## src/rtl/serial_sub4_if.sv

```systemverilog
// Operand/result bundle for the bit-serial 4-bit subtractor.
// The master side issues Start and operands; the slave side returns the result and status.
interface serial_sub4_if;
    logic       Start;
    logic       borrowin;
    logic [3:0] X;
    logic [3:0] Y;
    logic [3:0] D;
    logic       borrowout;
    logic       Overflow;
    logic       Busy;
    logic       Done;

    modport master (
        output Start, borrowin, X, Y,
        input  D, borrowout, Overflow, Busy, Done
    );

    modport slave (
        input  Start, borrowin, X, Y,
        output D, borrowout, Overflow, Busy, Done
    );
endinterface

```

## src/rtl/serial_sub4.sv

```systemverilog
// Bit-serial 4-bit subtractor: a single full-subtractor cell walks the operands LSB first.
// One capture edge plus four shift edges per result; outputs only change on the last shift edge.
module serial_sub4 (
    input  logic         Clock,
    input  logic         Resetn,
    serial_sub4_if.slave bus
);
    typedef enum logic [1:0] {IDLE, SHIFT, DONE} state_t;

    state_t     state;
    logic [1:0] cnt;
    logic [3:0] xr, yr, res;
    logic       br;
    logic [3:0] d_q;
    logic       bo_q, ov_q;

    logic       xb, yb, dbit, bnext;
    logic [3:0] dnew;

    assign xb    = xr[cnt];
    assign yb    = yr[cnt];
    assign dbit  = xb ^ yb ^ br;
    assign bnext = (~xb & yb) | (~(xb ^ yb) & br);
    // Difference bits enter at the MSB so bit 0 ends up at res[0] after four shifts.
    assign dnew  = {dbit, res[3:1]};

    always_ff @(posedge Clock or negedge Resetn) begin
        if (!Resetn) begin
            state <= IDLE;
            cnt   <= 2'd0;
            xr    <= 4'd0;
            yr    <= 4'd0;
            br    <= 1'b0;
            res   <= 4'd0;
            d_q   <= 4'd0;
            bo_q  <= 1'b0;
            ov_q  <= 1'b0;
        end else begin
            case (state)
                IDLE, DONE: begin
                    if (bus.Start) begin
                        xr    <= bus.X;
                        yr    <= bus.Y;
                        br    <= bus.borrowin;
                        cnt   <= 2'd0;
                        state <= SHIFT;
                    end else begin
                        state <= IDLE;
                    end
                end
                SHIFT: begin
                    res <= dnew;
                    br  <= bnext;
                    cnt <= cnt + 2'd1;
                    if (cnt == 2'd3) begin
                        d_q   <= dnew;
                        bo_q  <= bnext;
                        ov_q  <= (xr[3] != yr[3]) && (dbit != xr[3]);
                        state <= DONE;
                    end
                end
                default: state <= IDLE;
            endcase
        end
    end

    assign bus.D         = d_q;
    assign bus.borrowout = bo_q;
    assign bus.Overflow  = ov_q;
    assign bus.Busy      = (state == SHIFT);
    assign bus.Done      = (state == DONE);
endmodule

```

## src/flat_wrapper.sv

```systemverilog
// flat-port wrapper written by rule: the top's interface ports become plain ports
module serial_sub4_flat 
  (Clock, Resetn, bus_Start, bus_borrowin, bus_X, bus_Y, bus_D, bus_borrowout, bus_Overflow, bus_Busy, bus_Done);
  serial_sub4_if bus_i ();
  input  logic Clock;
  input  logic Resetn;
  input wire logic [$bits(bus_i.Start)-1:0] bus_Start;
  input wire logic [$bits(bus_i.borrowin)-1:0] bus_borrowin;
  input wire logic [$bits(bus_i.X)-1:0] bus_X;
  input wire logic [$bits(bus_i.Y)-1:0] bus_Y;
  output wire logic [$bits(bus_i.D)-1:0] bus_D;
  output wire logic [$bits(bus_i.borrowout)-1:0] bus_borrowout;
  output wire logic [$bits(bus_i.Overflow)-1:0] bus_Overflow;
  output wire logic [$bits(bus_i.Busy)-1:0] bus_Busy;
  output wire logic [$bits(bus_i.Done)-1:0] bus_Done;
  assign bus_i.Start = bus_Start;
  assign bus_i.borrowin = bus_borrowin;
  assign bus_i.X = bus_X;
  assign bus_i.Y = bus_Y;
  assign bus_D = bus_i.D;
  assign bus_borrowout = bus_i.borrowout;
  assign bus_Overflow = bus_i.Overflow;
  assign bus_Busy = bus_i.Busy;
  assign bus_Done = bus_i.Done;
  serial_sub4 u_core (.Clock(Clock), .Resetn(Resetn), .bus(bus_i));
endmodule
```

## config.mk

```make
export PLATFORM = sky130hd
export DESIGN_NAME = serial_sub4_flat
export DESIGN_NICKNAME = d
export VERILOG_FILES = /design/src/rtl/serial_sub4_if.sv /design/src/rtl/serial_sub4.sv /design/src/flat_wrapper.sv
export SDC_FILE = /design/constraint.sdc
export NUM_CORES = 1
export LEC_CHECK = 0
export CAP_MARGIN = 5
export CORE_ASPECT_RATIO = 1.1
export CORE_MARGIN = 1.5
export CORE_UTILIZATION = 45
export CTS_CLUSTER_DIAMETER = 200
export DETAILED_ROUTE_END_ITERATION = 10
export PLACE_DENSITY = 0.75
export SYNTH_ARGS = -nofsm -noshare
export SYNTH_HDL_FRONTEND = slang
export SYNTH_SLANG_ARGS = --single-unit
export TNS_END_PERCENT = 1
```

## constraint.sdc

```tcl
create_clock -name Clock -period 4.22 [get_ports Clock]
set_clock_uncertainty 0.2 [all_clocks]
set_input_delay 0.844 -clock Clock [delete_from_list [all_inputs] [get_ports Clock]]
set_output_delay 0.844 -clock Clock [all_outputs]
set_load 0.01 [all_outputs]
```

## Yosys cells after proc, flatten, opt, wreduce, memory -nomap -nowiden

Cells that the tools add are included.
Widths: inputs -> output; s select.

- Register bits: 23
- Input port bits: 12
- Output and inout bits: 8
- Logic and storage cells: 43

- Add/sub/neg operators: 1
- Magnitude comparators: 1
- Equal/unequal tests: 7
- Muxes and demuxes: 11
- Bitwise operators: 7
- Reduce and logical (&&, ||, !) cells: 7

Operators by type and width:

| kind | number |
|---|---|
| $pmux 2 s2 | 2 |
| $reduce_and 2->1 | 3 |
| $bmux 1 s2 | 2 |
| $eq 2x2->1 const B | 2 |
| $mux 1 | 4 |
| $mux 2 | 2 |
| $lt 2x3->1 const B | 1 |
| $add 2x1->2 const B | 1 |
| $and 1x1->1 | 2 |
| $eq 2x1->1 const B | 1 |
| $logic_not 2->1 | 1 |
| $ne 1x1->1 | 2 |
| $ne 2x1->1 const B | 1 |
| $ne 2x2->1 const B | 1 |
| $not 1->1 | 2 |
| $pmux 1 s2 | 1 |
| $reduce_bool 2->1 | 1 |
| $reduce_or 2->1 | 1 |
| $xor 1x1->1 | 2 |
| $logic_and 1x1->1 | 1 |
| $or 1x1->1 | 1 |

## Longest topological paths before layout

- Depth in word-level cells: 7
- Depth in mapped cells: 6
- Depth with buffers taken out: 6

## Least setup slack after synthesis

No wires, ideal clock.

- Path kind: flip-flop to flip-flop
- Start point: register u_core.cnt[0]
- End point: register u_core.ov_q (netlist: u_core.bus.Overflow)
- Setup time: 0.130 ns
- Data arrival time: 1.769 ns
- Required time: 3.890 ns
- Path slack: 2.121 ns
- Cell stages (with the launch flop): 7
- Path buffers: 0
- Clock period less this slack: 2.099 ns
- Cell sequence: dfrtp_1 mux4_2 inv_1 fa_1 and3b_1 a21oi_1 o21ai_0

- Word-level cells in the longest chain between the ends: 6
- Elaborated cells on any way between the ends: 10
- Classes of those cells: eq/ne: 2; mux: 4; bitwise: 2; reduce/logical: 2

RTL lines:

| element | line | source |
|---|---|---|
| start, declared | serial_sub4.sv:11 | `logic [1:0] cnt;` |
| start signal, assigned | serial_sub4.sv:54 | `cnt <= cnt + 2'd1;` |
| $bmux 1 s2, on equally long branches | serial_sub4.sv:20, serial_sub4.sv:21 |  |
| $mux 1, on equally long branches | serial_sub4.sv:20, serial_sub4.sv:21 |  |
| $xor 1x1->1 * (2 in series) | serial_sub4.sv:22 | `assign dbit = xb ^ yb ^ br;` |
| via u_core.dbit | serial_sub4.sv:17 | `logic xb, yb, dbit, bnext;` |
| $ne 1x1->1 * | serial_sub4.sv:58 | `ov_q <= (xr[3] != yr[3]) && (dbit != xr[3]);` |
| $logic_and 1x1->1 * | serial_sub4.sv:58 |  |
| end signal, assigned | serial_sub4.sv:58 |  |
| end, declared | serial_sub4.sv:15 | `logic bo_q, ov_q;` |

The timed path passes the listed nets; every way through them passes the cells marked *. The select of a mux whose other input is x is not followed.
A chain may end at the register's enable or synchronous reset.

## Worst setup path in the final report

- Start point: register u_core.state[1]
- End point: output port bus_Busy

- Word-level cells in the longest chain between the ends: 1

RTL lines:

| element | line | source |
|---|---|---|
| start, declared | serial_sub4.sv:10 | `state_t state;` |
| start signal, assigned | serial_sub4.sv:29 | `state <= IDLE;` |
| start signal, assigned | serial_sub4.sv:46 | `state <= SHIFT;` |
| start signal, assigned | serial_sub4.sv:48 | `state <= IDLE;` |
| $eq 2x1->1 | serial_sub4.sv:70 | `assign bus.Busy = (state == SHIFT);` |
| end, declared | flat_wrapper.sv:14 | `output wire logic [$bits(bus_i.Busy)-1:0] bus_Busy;` |

Every way passes these cells.

==> impl_metrics.env <==
export IMPL_cts_hold_buf=0
export IMPL_worstMarginPinSlew_ns=0.955
export IMPL_ctsResizeCount=0
export IMPL_postCtsSetupBuffers=0
export IMPL_drt_iter0_markers=0
export IMPL_rows=17
export IMPL_setup_viol=0
export IMPL_max_stage_delay_ns=0.54
export IMPL_maxSlewViolCount=0
export IMPL_grt_pass1_wl_um=2630
export IMPL_via_count=656
export IMPL_worstHoldPathCells=2
export IMPL_coreArea_mm2=0.00200
export IMPL_powerDensity_mw_per_mm2=753
export IMPL_fin_crit_sh_pct=64.3
export IMPL_antenna_cells=0
export IMPL_wirelength_um=1540
export IMPL_nFillCells=194
export IMPL_synthTopCellsByArea="dfrtp_1, nand2_1, mux2_2"
export IMPL_dp_hpwl_um=1140
export IMPL_arrival_ns=1.67
export IMPL_detail_route_wl_per_cell_um=11.3
export IMPL_drcViolationCount=0
export IMPL_globalplace_congestion=0.797
export IMPL_ios=20
export IMPL_nNetsFinal=124
export IMPL_ys_seq_area_share_pct=57.5
export IMPL_final_common_cell="nand2_1"
export IMPL_grt_pass1_vias=593
export IMPL_cts_root_buf="clkbuf_4"
export IMPL_netlist_instances=89
export IMPL_finalCriticalPeriod_ns=2.71
export IMPL_worstHoldPathType="flip-flop to flip-flop"
export IMPL_p_total_uw=889
export IMPL_path_cells="nand2b_1 > clkinv_4 > clkdlybuf4s50_1"
export IMPL_postPlaceCellArea_mm2=0.00116
export IMPL_cts_sinks=22
export IMPL_dieArea_mm2=0.00241
export IMPL_clk_pin_slew_worst_paths_ns=0.11
export IMPL_max_freq_ghz=0.369
export IMPL_hold_violations=0
export IMPL_antenna_found_initial=0
export IMPL_syn_cell_area_um2=957
export IMPL_place_ws_ns=1.60
export IMPL_crit_type="flip-flop to output pin"
export IMPL_die_y_um=51.4
export IMPL_endpoint_kind="output pin"
export IMPL_vdd_drop_max_v=0.000376
export IMPL_crit_fanout=8
export IMPL_layout_common_cells="nand2_1, dfrtp_1, clkdlybuf4s50_1, o21ai_0, mux2_2"
export IMPL_cts_buffers=3
export IMPL_critPathLaunchType="flip-flop"
export IMPL_setup_ws_ns=1.51
export IMPL_grt_max_degree=23
export IMPL_worstSkewPairLatency_ns=0.30
export IMPL_yosysTopAreaCell="dfrtp_1"
export IMPL_p_leak_nw=0.571
export IMPL_cts_max_path_buffers=2
export IMPL_maxCapViolCount=0
export IMPL_syn_nets=103
export IMPL_avgViaCountPerCell=4.82
export IMPL_track_usage_pct=15.8
export IMPL_rsz0062_at_grt="no"
export IMPL_synth_top_area_share_pct=57.5
export IMPL_detail_route_first_pass_iterations=1
export IMPL_worstPathRequired_ns=3.18
export IMPL_grt_remaining_overflow=0
export IMPL_status="finished clean"
export IMPL_initial_core_util_pct=47.9
export IMPL_io_buffer_count=19
export IMPL_synth_area_per_cell_um2=10.8
export IMPL_synth_warnings=0
export IMPL_areaGrowthSynthToFinish_pct=23.4
export IMPL_fin_area_mm2=0.00118
export IMPL_yosys_cell_types_count=23
export IMPL_rr_worst_depth=6
export IMPL_fin_setup_tns_ns=0
export IMPL_htreeDepth=1
export IMPL_layout_drive_gt1_share_pct=11.1
export IMPL_ys_ff_latch=22
export IMPL_slew_headroom_pct=36.1
export IMPL_cts_tree="done"
export IMPL_slowest_stage="clkdlybuf4s50_1"
export IMPL_die_w_um=47.0
export IMPL_ant_nets=0
[Yosys cell counts (all sizes together)]
cell type,n
buf,3
ha,1
a221o,1
fa,1
nand3b,1
inv,3
and3b,1
nand2b,2
nand2,35
nand3,1
and2b,1
o21ai,4
nor2,3
nor2b,1
clkinv,1
a21oi,1
mux4,2
mux2,4
dfrtp,22
a22o,1
[kinds of logic after synthesis]
| logic type | count (synthesis) | synth area share, % |
|---|---|---|
| fa+ha+maj | 2 | 3.40 |
| buf+inv | 7 | 4.57 |
| simple gates | 45 | 20.5 |
| flops | 22 | 57.5 |
| compound gates | 7 | 4.57 |
| mux | 6 | 9.41 |
[final cells by class]
cell class,count,area (um2),share of cell area [%]
Sequential cell,22,551,46.6
Multi-Input combinational cell,60,363,30.7
Timing Repair Buffer,19,190,16.1
Tap cell,28,35.0,2.97
Clock buffer,3,22.5,1.91
Inverter,4,20.0,1.69
[per-layer routing]
metal	GRT usage [%]	wire [um]	up-vias	share of wire, %
li1	-	-	328	-
met1	21.3	692	306	45
met2	23.5	746	19	49
met3	4.24	69	3	4.5
met4	6.94	29	0	1.9
met5	0	0	-	0
[power breakdown]
part / switching (mW) / leakage (nW) / internal, mW / total, mW
Sequential: 0.0680 / 0.272 / 0.313 / 0.381
Combinational: 0.195 / 0.285 / 0.219 / 0.414
Clock: 0.0602 / 0.0138 / 0.0334 / 0.0936
[per-stage QoR]
stage / utilization (%) / hold slack [ns] / std cells
detailed placement: 57.9 / 0.259 / 133
CTS: 59.1 / 0.288 / 136
global route: 59.1 / 0.312 / 136
floorplan: - / 0.240 / 89
finish: 59.1 / 0.287 / 136
global placement: 57.9 / 0.255 / 133
[final timing paths]
path / start / end / slack [ns]
min in group asynchronous: Resetn / u_core.res[3] / 0.86
max in group asynchronous: Resetn / u_core.cnt[1] / 2.39
max reg2reg: u_core.cnt[0] / u_core.bus.Overflow / 2.01
min reg2reg: u_core.xr[2] / u_core.xr[2] / 0.29
min: u_core.xr[2] / u_core.xr[2] / 0.29
max: u_core.state[1] / bus_Busy / 1.51
[critical path: cells and delay by family, from the launching register on]
family                 cells  cell delay, ns
flip-flops                 1            0.40
buffers and inverters      2            0.68
AND/OR/NAND/NOR            1            0.29
[sequential cells by signal, summed over array words and instances, names as in the netlist]
| register | cells |
|---|---|
| u_core.br | 1 |
| u_core.bus.Overflow | 1 |
| u_core.yr | 4 |
| u_core.state | 2 |
| u_core.res | 3 |
| u_core.bus.D | 4 |
| u_core.cnt | 2 |
| u_core.xr | 4 |
| u_core.bus.borrowout | 1 |
No activity file was read; power rests on OpenSTA's default activity.
